==> src/rtl/smpl_pkg.sv <==
// Shared constants and state encoding for the smpl_circuit sweep checker.
package smpl_pkg;

   localparam int N_VEC = 8;
   localparam int VEC_W = 3;
   localparam int OUT_W = 2;
   localparam int TBL_W = 16;
   localparam int ERR_W = 4;
   localparam int CNT_W = 4;

   typedef logic [2:0] state_t;

   localparam state_t S_IDLE   = 3'd0;
   localparam state_t S_DRIVE  = 3'd1;
   localparam state_t S_SETTLE = 3'd2;
   localparam state_t S_SAMPLE = 3'd3;
   localparam state_t S_DONE   = 3'd4;

   localparam logic [VEC_W-1:0] LAST_VEC = VEC_W'(N_VEC - 1);

endpackage

==> src/rtl/smpl_sweep_ctrl_if.sv <==
// Control, stimulus and result bundle between the sweep controller and its user.
interface smpl_sweep_ctrl_if;

   logic                        start;
   logic                        abort;
   logic [smpl_pkg::TBL_W-1:0]  exp_table;
   logic                        dut_x;
   logic                        dut_y;
   logic                        drv_a;
   logic                        drv_b;
   logic                        drv_c;
   logic                        busy;
   logic                        done;
   logic [smpl_pkg::VEC_W-1:0]  vec_idx;
   logic [smpl_pkg::TBL_W-1:0]  result;
   logic [smpl_pkg::ERR_W-1:0]  err_cnt;
   logic                        pass;

   modport master (
      output start, abort, exp_table, dut_x, dut_y,
      input  drv_a, drv_b, drv_c, busy, done, vec_idx, result, err_cnt, pass
   );

   modport slave (
      input  start, abort, exp_table, dut_x, dut_y,
      output drv_a, drv_b, drv_c, busy, done, vec_idx, result, err_cnt, pass
   );

endinterface

==> src/rtl/smpl_settle_timer.sv <==
// Loadable down-counter; expired marks the last cycle of the settle window.
module smpl_settle_timer
   import smpl_pkg::*;
#(
   parameter int SETTLE_CYC = 2
) (
   input  logic clk,
   input  logic rst,
   input  logic load,
   output logic expired
);

   logic [CNT_W-1:0] cnt;

   always_ff @(posedge clk or posedge rst) begin
      if (rst) begin
         cnt <= '0;
      end else if (load) begin
         cnt <= CNT_W'(SETTLE_CYC);
      end else if (cnt != '0) begin
         cnt <= cnt - 1'b1;
      end
   end

   // Terminal count of 1: the edge that drains the counter is the one leaving SETTLE.
   assign expired = (cnt == CNT_W'(1));

endmodule

==> src/rtl/smpl_sweep_ctrl.sv <==
// Exhaustive built-in checker for smpl_circuit: walks all 8 {A,B,C} vectors,
// captures {x,y} per vector and counts mismatches against exp_table.
//
//   state  | meaning
//   IDLE   | waiting for start; outputs hold last sweep
//   DRIVE  | new vector on drv_a/b/c, settle timer loaded
//   SETTLE | waiting SETTLE_CYC cycles for the circuit to settle
//   SAMPLE | capture {x,y}, compare, advance or finish
//   DONE   | one-cycle done pulse, then back to IDLE
module smpl_sweep_ctrl
   import smpl_pkg::*;
#(
   parameter int SETTLE_CYC = 2
) (
   input  logic           clk,
   input  logic           rst,
   smpl_sweep_ctrl_if.slave bus
);

   state_t state;
   state_t state_nxt;

   logic             tmr_load;
   logic             tmr_expired;

   logic [VEC_W-1:0] vec_q, vec_d;
   logic [VEC_W-1:0] drv_q, drv_d;
   logic [TBL_W-1:0] res_q, res_d;
   logic [ERR_W-1:0] err_q, err_d;
   logic             pass_q, pass_d;
   logic             busy_q, busy_d;
   logic             done_q, done_d;

   logic [3:0]       slot_lsb;
   logic [OUT_W-1:0] cap;
   logic [OUT_W-1:0] exp_slot;

   assign tmr_load = (state == S_DRIVE);

   smpl_settle_timer #(
      .SETTLE_CYC (SETTLE_CYC)
   ) u_timer (
      .clk     (clk),
      .rst     (rst),
      .load    (tmr_load),
      .expired (tmr_expired)
   );

   assign slot_lsb = {vec_q, 1'b0};
   assign cap      = {bus.dut_x, bus.dut_y};
   assign exp_slot = bus.exp_table[slot_lsb +: OUT_W];

   always_ff @(posedge clk or posedge rst) begin
      if (rst) begin
         state <= S_IDLE;
      end else begin
         state <= state_nxt;
      end
   end

   always_comb begin
      state_nxt = state;
      unique case (state)
         S_IDLE:   if (bus.start) state_nxt = S_DRIVE;
         S_DRIVE:  state_nxt = bus.abort ? S_IDLE : S_SETTLE;
         S_SETTLE: begin
            if (bus.abort)        state_nxt = S_IDLE;
            else if (tmr_expired) state_nxt = S_SAMPLE;
         end
         S_SAMPLE: begin
            if (bus.abort)             state_nxt = S_IDLE;
            else if (vec_q == LAST_VEC) state_nxt = S_DONE;
            else                       state_nxt = S_DRIVE;
         end
         S_DONE:   state_nxt = S_IDLE;
         default:  state_nxt = S_IDLE;
      endcase
   end

   always_comb begin
      vec_d  = vec_q;
      drv_d  = drv_q;
      res_d  = res_q;
      err_d  = err_q;
      pass_d = pass_q;
      busy_d = busy_q;
      done_d = 1'b0;
      if (state == S_IDLE) begin
         if (bus.start) begin
            vec_d  = '0;
            drv_d  = '0;
            res_d  = '0;
            err_d  = '0;
            pass_d = 1'b0;
            busy_d = 1'b1;
         end
      end else if (bus.abort) begin
         // Partial captures stay visible for debug; only the status is cleared.
         busy_d = 1'b0;
         pass_d = 1'b0;
      end else begin
         unique case (state)
            S_SAMPLE: begin
               res_d[slot_lsb +: OUT_W] = cap;
               if (cap != exp_slot) err_d = err_q + 1'b1;
               if (vec_q == LAST_VEC) begin
                  done_d = 1'b1;
                  pass_d = (err_d == '0);
               end else begin
                  vec_d = vec_q + 1'b1;
                  drv_d = vec_q + 1'b1;
               end
            end
            S_DONE:  busy_d = 1'b0;
            default: ;
         endcase
      end
   end

   always_ff @(posedge clk or posedge rst) begin
      if (rst) begin
         vec_q  <= '0;
         drv_q  <= '0;
         res_q  <= '0;
         err_q  <= '0;
         pass_q <= 1'b0;
         busy_q <= 1'b0;
         done_q <= 1'b0;
      end else begin
         vec_q  <= vec_d;
         drv_q  <= drv_d;
         res_q  <= res_d;
         err_q  <= err_d;
         pass_q <= pass_d;
         busy_q <= busy_d;
         done_q <= done_d;
      end
   end

   assign bus.drv_a   = drv_q[2];
   assign bus.drv_b   = drv_q[1];
   assign bus.drv_c   = drv_q[0];
   assign bus.busy    = busy_q;
   assign bus.done    = done_q;
   assign bus.vec_idx = vec_q;
   assign bus.result  = res_q;
   assign bus.err_cnt = err_q;
   assign bus.pass    = pass_q;

endmodule

==> src/flat_wrapper.sv <==
// flat-port wrapper written by rule: the top's interface ports become plain ports
module smpl_sweep_ctrl_flat import smpl_pkg::*;
#(
   parameter int SETTLE_CYC = 2
)
  (clk, rst, bus_start, bus_abort, bus_exp_table, bus_dut_x, bus_dut_y, bus_drv_a, bus_drv_b, bus_drv_c, bus_busy, bus_done, bus_vec_idx, bus_result, bus_err_cnt, bus_pass);
  smpl_sweep_ctrl_if bus_i ();
  input  logic clk;
  input  logic rst;
  input wire logic [$bits(bus_i.start)-1:0] bus_start;
  input wire logic [$bits(bus_i.abort)-1:0] bus_abort;
  input wire logic [$bits(bus_i.exp_table)-1:0] bus_exp_table;
  input wire logic [$bits(bus_i.dut_x)-1:0] bus_dut_x;
  input wire logic [$bits(bus_i.dut_y)-1:0] bus_dut_y;
  output wire logic [$bits(bus_i.drv_a)-1:0] bus_drv_a;
  output wire logic [$bits(bus_i.drv_b)-1:0] bus_drv_b;
  output wire logic [$bits(bus_i.drv_c)-1:0] bus_drv_c;
  output wire logic [$bits(bus_i.busy)-1:0] bus_busy;
  output wire logic [$bits(bus_i.done)-1:0] bus_done;
  output wire logic [$bits(bus_i.vec_idx)-1:0] bus_vec_idx;
  output wire logic [$bits(bus_i.result)-1:0] bus_result;
  output wire logic [$bits(bus_i.err_cnt)-1:0] bus_err_cnt;
  output wire logic [$bits(bus_i.pass)-1:0] bus_pass;
  assign bus_i.start = bus_start;
  assign bus_i.abort = bus_abort;
  assign bus_i.exp_table = bus_exp_table;
  assign bus_i.dut_x = bus_dut_x;
  assign bus_i.dut_y = bus_dut_y;
  assign bus_drv_a = bus_i.drv_a;
  assign bus_drv_b = bus_i.drv_b;
  assign bus_drv_c = bus_i.drv_c;
  assign bus_busy = bus_i.busy;
  assign bus_done = bus_i.done;
  assign bus_vec_idx = bus_i.vec_idx;
  assign bus_result = bus_i.result;
  assign bus_err_cnt = bus_i.err_cnt;
  assign bus_pass = bus_i.pass;
  smpl_sweep_ctrl #(.SETTLE_CYC(SETTLE_CYC)) u_core (.clk(clk), .rst(rst), .bus(bus_i));
endmodule
==> config.mk <==
export PLATFORM = sky130hd
export DESIGN_NAME = smpl_sweep_ctrl_flat
export DESIGN_NICKNAME = d
export VERILOG_FILES = /design/src/rtl/smpl_pkg.sv /design/src/rtl/smpl_sweep_ctrl_if.sv /design/src/rtl/smpl_settle_timer.sv /design/src/rtl/smpl_sweep_ctrl.sv /design/src/flat_wrapper.sv
export SDC_FILE = /design/constraint.sdc
export NUM_CORES = 1
export LEC_CHECK = 0
export ABC_AREA = 0
export BUFFER_PORTS_ARGS = -buffer_cell sky130_fd_sc_hd__buf_2
export CAP_MARGIN = 5
export CORE_MARGIN = 2
export CORE_UTILIZATION = 50
export CTS_BUF_LIST = sky130_fd_sc_hd__clkbuf_8
export DETAILED_ROUTE_END_ITERATION = 16
export HOLD_SLACK_MARGIN = 0.1
export PLACE_DENSITY = 0.78
export RECOVER_POWER = 50
export SLEW_MARGIN = 30
export SYNTH_ARGS = -nofsm -noshare
export SYNTH_HDL_FRONTEND = slang
export SYNTH_SLANG_ARGS = --single-unit
==> constraint.sdc <==
create_clock -name clk -period 4 [get_ports clk]
set_clock_uncertainty 0.15 [all_clocks]
set_input_delay 0.4 -clock clk [delete_from_list [all_inputs] [get_ports clk]]
set_output_delay 0.4 -clock clk [all_outputs]
set_load 0.01 [all_outputs]
==> flow_summary.toml, run 1 <==
[run_status]
status = "complete, but fails checks"
violations = "capacitance limit, slew limit"

[sta]
rsz0062_at_grt = "false"
setup_tns_ns = 0
slew_headroom_pct = -13.8
holdWs_ns = 0.180
setup_viol = 0
clock.fmax_mhz = 374
timing.final.crit_share_pct = 66.8
slew_violations = 34
timing_hold_violations_final = 0
fin_crit_ns = 2.67
worst_slew_pin_slew_ns = 1.71
setup_ws_ns = 1.33

[setup_path]
rr_worst_depth = 8
worstSetupEndpointType = "flip-flop"
cp_max_fo = 17
rr_endpoint = "u_core.bus.result[8]$_DFFE_PP0P_"
r2r_setup_slack_ns = 1.33
crit_type = "flip-flop to flip-flop"
startpoint_type = "flip-flop"
critPathRequiredTime_ns = 4.03
arrival_ns = 2.70
regToRegStartpoint = "u_core.drv_q[0]$_DFFE_PP0P_"

[layout]
drive_above_1_share_pct = 21.5
nNetsFinal = 272
final_cell_mix = "37 x buf_2, 33 x dfrtp_1, 20 x inv_1"
layout_commonest_cell = "buf_2"
fin_area_mm2 = 0.00224
final_util_pct = 61.6
layoutNonFillerInstCount = 290
num_antenna_cells = 0
area_growth_syn_to_layout_pct = 19.4
fillers = 339

[drt]
wl_per_cell_um = 14.1
wirelength_mm = 4.08
drc = 0
drt-vias-per-instance = 5.59
antenna_left = 0
num_vias = 1620
firstDrtPassIters = 4
dr.first_iter.drc_count = 69

[min_path]
min_path_cells = 2
min_to = "u_core.state[1]$_DFFE_PP0P_"
worstHoldStart = "bus_abort"
hp-class = "primary input to flip-flop"

[global_route]
grt_pass1_vias = 1510
antenna_found_initial = 0
track_usage_pct = 21.0
grt_pass1_wl_mm = 6.77
overflow = 0
grt_start_max_net_pins = 34

[power_and_ir_drop]
p_per_area_mw_per_mm2 = 562
p_leak_nw = 1.11
ir_drop_v = 0.000241
power.total_mw = 1.26

[clock_tree]
cts_tree = "yes"
htree_levels = 2
root_buffer = "clkbuf_8"
clock_sinks = 33
hold_buffers = 1
cts_resized = 0
cts_setup_buffers = 0
clkLatencyLatePin_ns = 0.29
clk_path_buf_depth = 2
numCtsBuffers = 5
cts.clk_slew.worst_paths_ns = 0.07

[floorplan]
initial_utilization_pct = 51.5
die_w_um = 65.2
ios = 51
chipHeight_um = 65.2
core_mm2 = 0.00363
rows = 22
dieArea_mm2 = 0.00425

[logic_synthesis]
ys_warn_count = 0
synth_edf_count = 0
syn_area_mm2 = 0.00187
yosys.area.top_type_share_pct = 44.1
synthFlopType = "dfrtp_1"
syn_area_per_cell_um2 = 9.81
synth_nets = 222
synth_seq_area_share_pct = 44.1
ys_ff_latch = 33
synth_top_area_cell = "dfrtp_1"
synth_area_leaders = "dfrtp_1 44%, ha_1 6.0%, a22o_1 5.6%, inv_1 3.8%, mux2i_1 3.7%"
yosys.cell_types.count = 35
syn_inst = 191
async_flop_share_pct = 100

[place]
io_buffers = 50
place_inst = 281
gp_congestion = 0.872
place_ws_ns = 1.34
hpwlAfterDp_mm = 3.08
place_area_mm2 = 0.00213

[job]
drv_cap = 1
## report_power, final
group	switching, mW	internal [mW]
Sequential	0.0785	0.381
Combinational	0.264	0.209
Clock	0.123	0.201
## registers in the layout, summed over array words and instances (netlist names)
name                cells
u_core.bus.busy         1
u_core.bus.done         1
u_core.bus.err_cnt      4
u_core.bus.pass         1
u_core.bus.result      16
u_core.drv_q            3
u_core.state            3
u_core.u_timer.cnt      4
## cells by family after synthesis
logic type,Yosys count,share of synthesized area [%]
buffers and inverters,28,7.01
AND/OR/NAND/NOR,58,15.3
AO/OA/AOI/OAI,46,16.7
adder cells (fa/ha/maj),9,6.01
multiplexers,12,8.55
flip-flops,33,44.1
XOR/XNOR,5,2.34
## per-layer routing
layer	part of all wire, %	up-vias	wire, µm	global-route usage [%]
met5	0	-	0	0
met4	2.3	0	93	8.59
met3	7.9	8	324	4.97
met2	47	69	1920	33.5
met1	43	765	1750	27.6
li1	-	778	-	-
## how the worst max path moves through the flow
stage	start	to	slack, ns	depth (start not counted)
3_3_place_gp	u_core.drv_q[0]$_DFFE_PP0P_	u_core.bus.result[7]$_DFFE_PP0P_	1.41	8
4_1_cts	u_core.drv_q[0]$_DFFE_PP0P_	u_core.bus.result[8]$_DFFE_PP0P_	1.33	8
2_1_floorplan	u_core.drv_q[0]$_DFFE_PP0P_	u_core.bus.result[0]$_DFFE_PP0P_	1.67	10
3_5_place_dp	u_core.drv_q[0]$_DFFE_PP0P_	u_core.bus.result[8]$_DFFE_PP0P_	1.34	8
6_report	u_core.drv_q[0]$_DFFE_PP0P_	u_core.bus.result[8]$_DFFE_PP0P_	1.33	8
5_1_grt	u_core.drv_q[0]$_DFFE_PP0P_	u_core.bus.result[3]$_DFFE_PP0P_	1.05	7
## synth_stat cells, types with 4 or more instances
cell type and n:
nand2_1 12, inv_1 19, clkbuf_1 4, nand2b_1 4
dfrtp_1 33, ha_1 9, a21oi_1 13, nor2_1 17
nand3_1 5, o21ai_0 7, a22o_1 12, o22ai_1 8
mux2i_1 7, nor3_1 4
## critical path: stages (launching register included)
cell,delay (ns)
dfrtp_1,0.73
inv_1,0.13
ha_1,0.25
ha_1,0.32
nor2b_1,0.31
nand2_1,0.08
nor2_1,0.21
o21ai_0,0.16
a22o_1,0.23
## area by class of cell
class	instances	area, µm²	area share (%)
timing repair buffer	52	248	11.1
sequential	33	826	36.9
clock inverter	2	33.8	1.51
tap	48	60.1	2.68
inverter	19	71.3	3.19
multi-input combinational	130	916	40.9
clock buffer	6	82.6	3.69
(Power assumes the default switching activity.)
==> run 2, diff against run 1 <==
Clock period 4 ns to 2.5 ns, I/O delays scaled along.
==> run 2 against run 1 <==
Net effect:
- the run now ends clean
- register-to-register slack worse by 1.1 ns
- sequential power is 53% higher
- fmax is 16% higher
- power is 57% higher
- flip-flop and latch count stayed put
- via count is 2.1% lower
==> flow_summary.toml, run 2 (synthesized netlist as in run 1, its figures left out) <==
[run_status]
status = "completed"

[drt]
wl_per_cell_um = 13.5
dr.first_iter.drc_count = 89
antenna_left = 0
firstDrtPassIters = 4
drt-vias-per-instance = 5.30
drc = 0
num_vias = 1586
wirelength_mm = 4.04

[layout]
area_growth_syn_to_layout_pct = 22.0
nNetsFinal = 281
largest_register_ffs = 16
final_cell_mix = "37 x buf_2, 33 x dfrtp_1, 19 x inv_1"
drive_above_1_share_pct = 25.1
layout_commonest_cell = "buf_2"
fin_area_mm2 = 0.00229
fillers = 342
num_antenna_cells = 0
multi_input_area_um2 = 923
seqCellArea_um2 = 826
layoutNonFillerInstCount = 299

[sta]
timing_hold_violations_final = 0
timing.final.crit_share_pct = 92.5
slew_headroom_pct = 46.2
rsz0062_at_grt = "false"
worst_slew_pin_slew_ns = 0.807
clock.fmax_mhz = 433
fin_crit_ns = 2.31
setup_tns_ns = 0
setup_viol = 0
slew_violations = 0

[global_route]
antenna_found_initial = 0
grt_pass1_vias = 1467
grt_start_max_net_pins = 34
track_usage_pct = 20.7
grt_pass1_wl_mm = 6.71
overflow = 0

[setup_path]
cp_top_family = "simple AND/OR/NAND/NOR gates"
cp_slowest_cell = "dfrtp_1"
path_buf_inv = 1
cp_max_fo = 6
max_stage_delay_ns = 0.44
worstSetupEndpointType = "flip-flop"
critPathRequiredTime_ns = 2.53
startpoint_type = "flip-flop"
crit_type = "flip-flop to flip-flop"
crit_path_frequent_cell = "ha_1"
arrival_ns = 2.34
cp_cell_sequence = "inv_1 -> ha_1 -> ha_1 -> nor4_1 -> nand2_1 -> nor2_1 -> o21ai_0 -> a22o_1"

[job]
drv_cap = 0

[place]
place_inst = 289
gp_congestion = 0.811
place_area_mm2 = 0.00219
io_buffers = 50
hpwlAfterDp_mm = 3.02

[clock_tree]
cts_tree = "yes"
clock_sinks = 33
cts.clk_slew.worst_paths_ns = 0.07
cts_setup_buffers = 0
htree_levels = 2
root_buffer = "clkbuf_8"
clk_path_buf_depth = 2
clkLatencyLatePin_ns = 0.29
numCtsBuffers = 5

[min_path]
hp-class = "primary input to flip-flop"

[floorplan]
chipHeight_um = 65.2
die_w_um = 65.2
initial_utilization_pct = 51.5
rows = 22
dieArea_mm2 = 0.00425
ios = 51
core_mm2 = 0.00363

[power_and_ir_drop]
ir_drop_v = 0.000447
p_leak_nw = 1.14
p_per_area_mw_per_mm2 = 865
-- run 2: per-layer routing --
layer | up-vias | track usage, % | wire length [µm]
met5 | - | 0 | 0
met4 | 0 | 8.33 | 81
met3 | 7 | 4.97 | 207
met2 | 49 | 32.1 | 1840
met1 | 740 | 27.8 | 1910
li1 | 790 | - | -
-- run 2: stage by stage --
step / hold WS (ns) / setup WS [ns] / utilization, % / power, mW
CTS: 0.127 / 0.140 / 63.2 / 1.98
detailed placement: 0.211 / 0.156 / 60.3 / 1.57
global route: 0.149 / 0.0251 / 62.9 / 2.13
global placement: 0.204 / 0.248 / 60.3 / 1.54
finish: 0.138 / 0.188 / 62.9 / 1.98
floorplan: 0.171 / 0.167 / - / 1.37
-- run 2: where the power goes --
| group | leakage (nW) | internal, mW | switching [mW] |
|---|---|---|---|
| Clock | 0.0439 | 0.192 | 0.202 |
| Combinational | 0.648 | 0.394 | 0.482 |
| Sequential | 0.450 | 0.611 | 0.0954 |
-- run 2: final timing paths --
check	from	end	slack, ns	cells past startpoint
max in group asynchronous	rst	u_core.bus.err_cnt[0]$_DFFE_PP0P_	1.10	4
min in group asynchronous	rst	u_core.state[0]$_DFFE_PP0P_	0.58	4
min	bus_dut_x	u_core.bus.result[1]$_DFFE_PP0P_	0.14	2
min reg2reg	u_core.bus.result[7]$_DFFE_PP0P_	u_core.bus.result[7]$_DFFE_PP0P_	0.36	1
max reg2reg	u_core.drv_q[0]$_DFFE_PP0P_	u_core.bus.result[0]$_DFFE_PP0P_	0.19	8
max	u_core.drv_q[0]$_DFFE_PP0P_	u_core.bus.result[0]$_DFFE_PP0P_	0.19	8
-- run 2: timing repair --
item | 4_1_cts | 5_1_grt
resized for setup | 0 | 1
hold buffers | 2 | 0
endpoints found under the hold margin | 35 | 0
setup endpoints to repair | 0 | 1
-- run 2: area by class of cell --
cell class | count | share of cell area [%]
clock buffer | 5 | 3.01
clock inverter | 3 | 0.766
inverter | 19 | 3.12
multi-input combinational | 130 | 40.4
sequential | 33 | 36.1
tap | 48 | 2.63
timing repair buffer | 61 | 14.0
==> run 3, diff against run 2 <==
Clock period 2.5 ns to 2.8 ns, I/O delays scaled along.
==> run 3 against run 2 <==
Net effect:
- flip-flop and latch count unchanged
- power decreased by 4.3%
- register-to-register slack improved by 0.17 ns
- largest cell class unchanged
- critical endpoint unchanged
- largest power group unchanged
- non-clock buffer count decreased by 6
- critical path type unchanged
- sequential share of layout area increased by 0.41 points
- via count increased by 0.57%
==> flow_summary.toml, run 3 (synthesized netlist as in run 1, its figures left out) <==
[sta]
timing_hold_violations_final = 0
setup_tns_ns = 0
timing.final.crit_share_pct = 87.1
clock.fmax_mhz = 410
rsz0062_at_grt = "false"
setup_ws_ns = 0.362
fin_crit_ns = 2.44
setup_viol = 0
holdWs_ns = 0.161
slew_violations = 0
slew_headroom_pct = 60.1
worst_slew_pin_slew_ns = 0.597

[global_route]
grt_pass1_wl_mm = 6.47
overflow = 0
antenna_found_initial = 0
grt_start_max_net_pins = 18
grt_pass1_vias = 1446
track_usage_pct = 20.3

[place]
io_buffers = 50
place_ws_ns = 0.163
place_inst = 283
gp_congestion = 0.824
hpwlAfterDp_mm = 3.00

[min_path]
min_path_cells = 2
worstHoldStart = "bus_dut_x"
min_to = "u_core.bus.result[1]$_DFFE_PP0P_"
hp-class = "primary input to flip-flop"

[setup_path]
rr_worst_depth = 8
regToRegStartpoint = "u_core.drv_q[0]$_DFFE_PP0P_"
critPathRequiredTime_ns = 2.83
startpoint_type = "flip-flop"
cp_max_fo = 17
worstSetupEndpointType = "flip-flop"
rr_endpoint = "u_core.bus.result[0]$_DFFE_PP0P_"
arrival_ns = 2.47
r2r_setup_slack_ns = 0.36
crit_type = "flip-flop to flip-flop"

[layout]
num_antenna_cells = 0
multi_input_area_um2 = 916
nNetsFinal = 275
largest_register_ffs = 16
layout_commonest_cell = "dfrtp_1"
final_cell_mix = "32 x dfrtp_1, 28 x clkbuf_1, 23 x buf_2"
area_growth_syn_to_layout_pct = 20.8
fillers = 318
layoutNonFillerInstCount = 293
drive_above_1_share_pct = 17.1
seqCellArea_um2 = 827

[power_and_ir_drop]
p_leak_nw = 1.07
power.total_mw = 1.89
ir_drop_v = 0.000340
p_per_area_mw_per_mm2 = 835

[clock_tree]
cts_tree = "yes"
root_buffer = "clkbuf_8"
clk_path_buf_depth = 2
cts.clk_slew.worst_paths_ns = 0.07
numCtsBuffers = 5
clock_sinks = 33
cts_setup_buffers = 0
clkLatencyLatePin_ns = 0.29
htree_levels = 2

[drt]
drt-vias-per-instance = 5.44
drc = 0
wirelength_mm = 4.07
dr.first_iter.drc_count = 100
num_vias = 1595
antenna_left = 0
wl_per_cell_um = 13.9
firstDrtPassIters = 4

[floorplan]
die_w_um = 65.2
ios = 51
dieArea_mm2 = 0.00425
initial_utilization_pct = 51.5
core_mm2 = 0.00363
rows = 22
chipHeight_um = 65.2

[run_status]
status = "completed"

[job]
drv_cap = 0
==> run 3: timing repair <==
| item | CTS | global route |
|---|---|---|
| hold endpoints to repair | 17 | 0 |
| setup endpoints to repair | 0 | 6 |
| hold buffers | 2 | 0 |
| resized for setup | 0 | 1 |
==> run 3: power breakdown <==
| group | switching, mW | total (mW) | leakage [nW] | internal [mW] |
|---|---|---|---|---|
| combinational | 0.387 | 0.696 | 0.553 | 0.309 |
| clock | 0.182 | 0.536 | 0.0681 | 0.354 |
| sequential | 0.112 | 0.659 | 0.448 | 0.546 |
==> run 3: worst max path at each step <==
stage | from | to | slack (ns) | depth (start not counted)
global route | u_core.drv_q[0]$_DFFE_PP0P_ | u_core.bus.result[0]$_DFFE_PP0P_ | 0.19 | 8
detailed placement | u_core.drv_q[0]$_DFFE_PP0P_ | u_core.bus.result[0]$_DFFE_PP0P_ | 0.16 | 8
floorplan | u_core.drv_q[0]$_DFFE_PP0P_ | u_core.bus.result[0]$_DFFE_PP0P_ | 0.47 | 10
global placement | u_core.drv_q[0]$_DFFE_PP0P_ | u_core.bus.result[15]$_DFFE_PP0P_ | 0.27 | 6
finish | u_core.drv_q[0]$_DFFE_PP0P_ | u_core.bus.result[0]$_DFFE_PP0P_ | 0.36 | 8
CTS | u_core.drv_q[0]$_DFFE_PP0P_ | u_core.bus.result[0]$_DFFE_PP0P_ | 0.16 | 8
==> run 3: final cells by class <==
class,instances,area share [%]
multi-input combinational,130,40.5
sequential,33,36.5
timing repair buffer,55,11.3
inverter,19,3.15
clock buffer,5,3.04
clock inverter,3,2.87
tap,48,2.65
==> run 3: per-stage QoR <==
step	cell area, µm²	util, %
finish	2260	62.3
global route	2260	62.3
CTS	2300	63.3
detailed placement	2150	59.1
global placement	2150	59.1
floorplan	1870	-
==> run 3: worst max-delay path, stage by stage, from the launching register on <==
cell and delay [ns]:
dfrtp_2 0.58, inv_1 0.11, ha_1 0.24, ha_1 0.32, nor4_1 0.29, nand2_1 0.09, nor2_1 0.18, o21ai_0 0.13
a22o_1 0.24
==> run 3: routing by layer <==
| metal | routed length [µm] | vias up | track usage (%) |
|---|---|---|---|
| li1 | - | 781 | - |
| met2 | 1880 | 44 | 30.9 |
| met1 | 1930 | 766 | 27.2 |
| met4 | 74 | 0 | 9.90 |
| met3 | 189 | 4 | 4.79 |
| met5 | 0 | - | 0 |
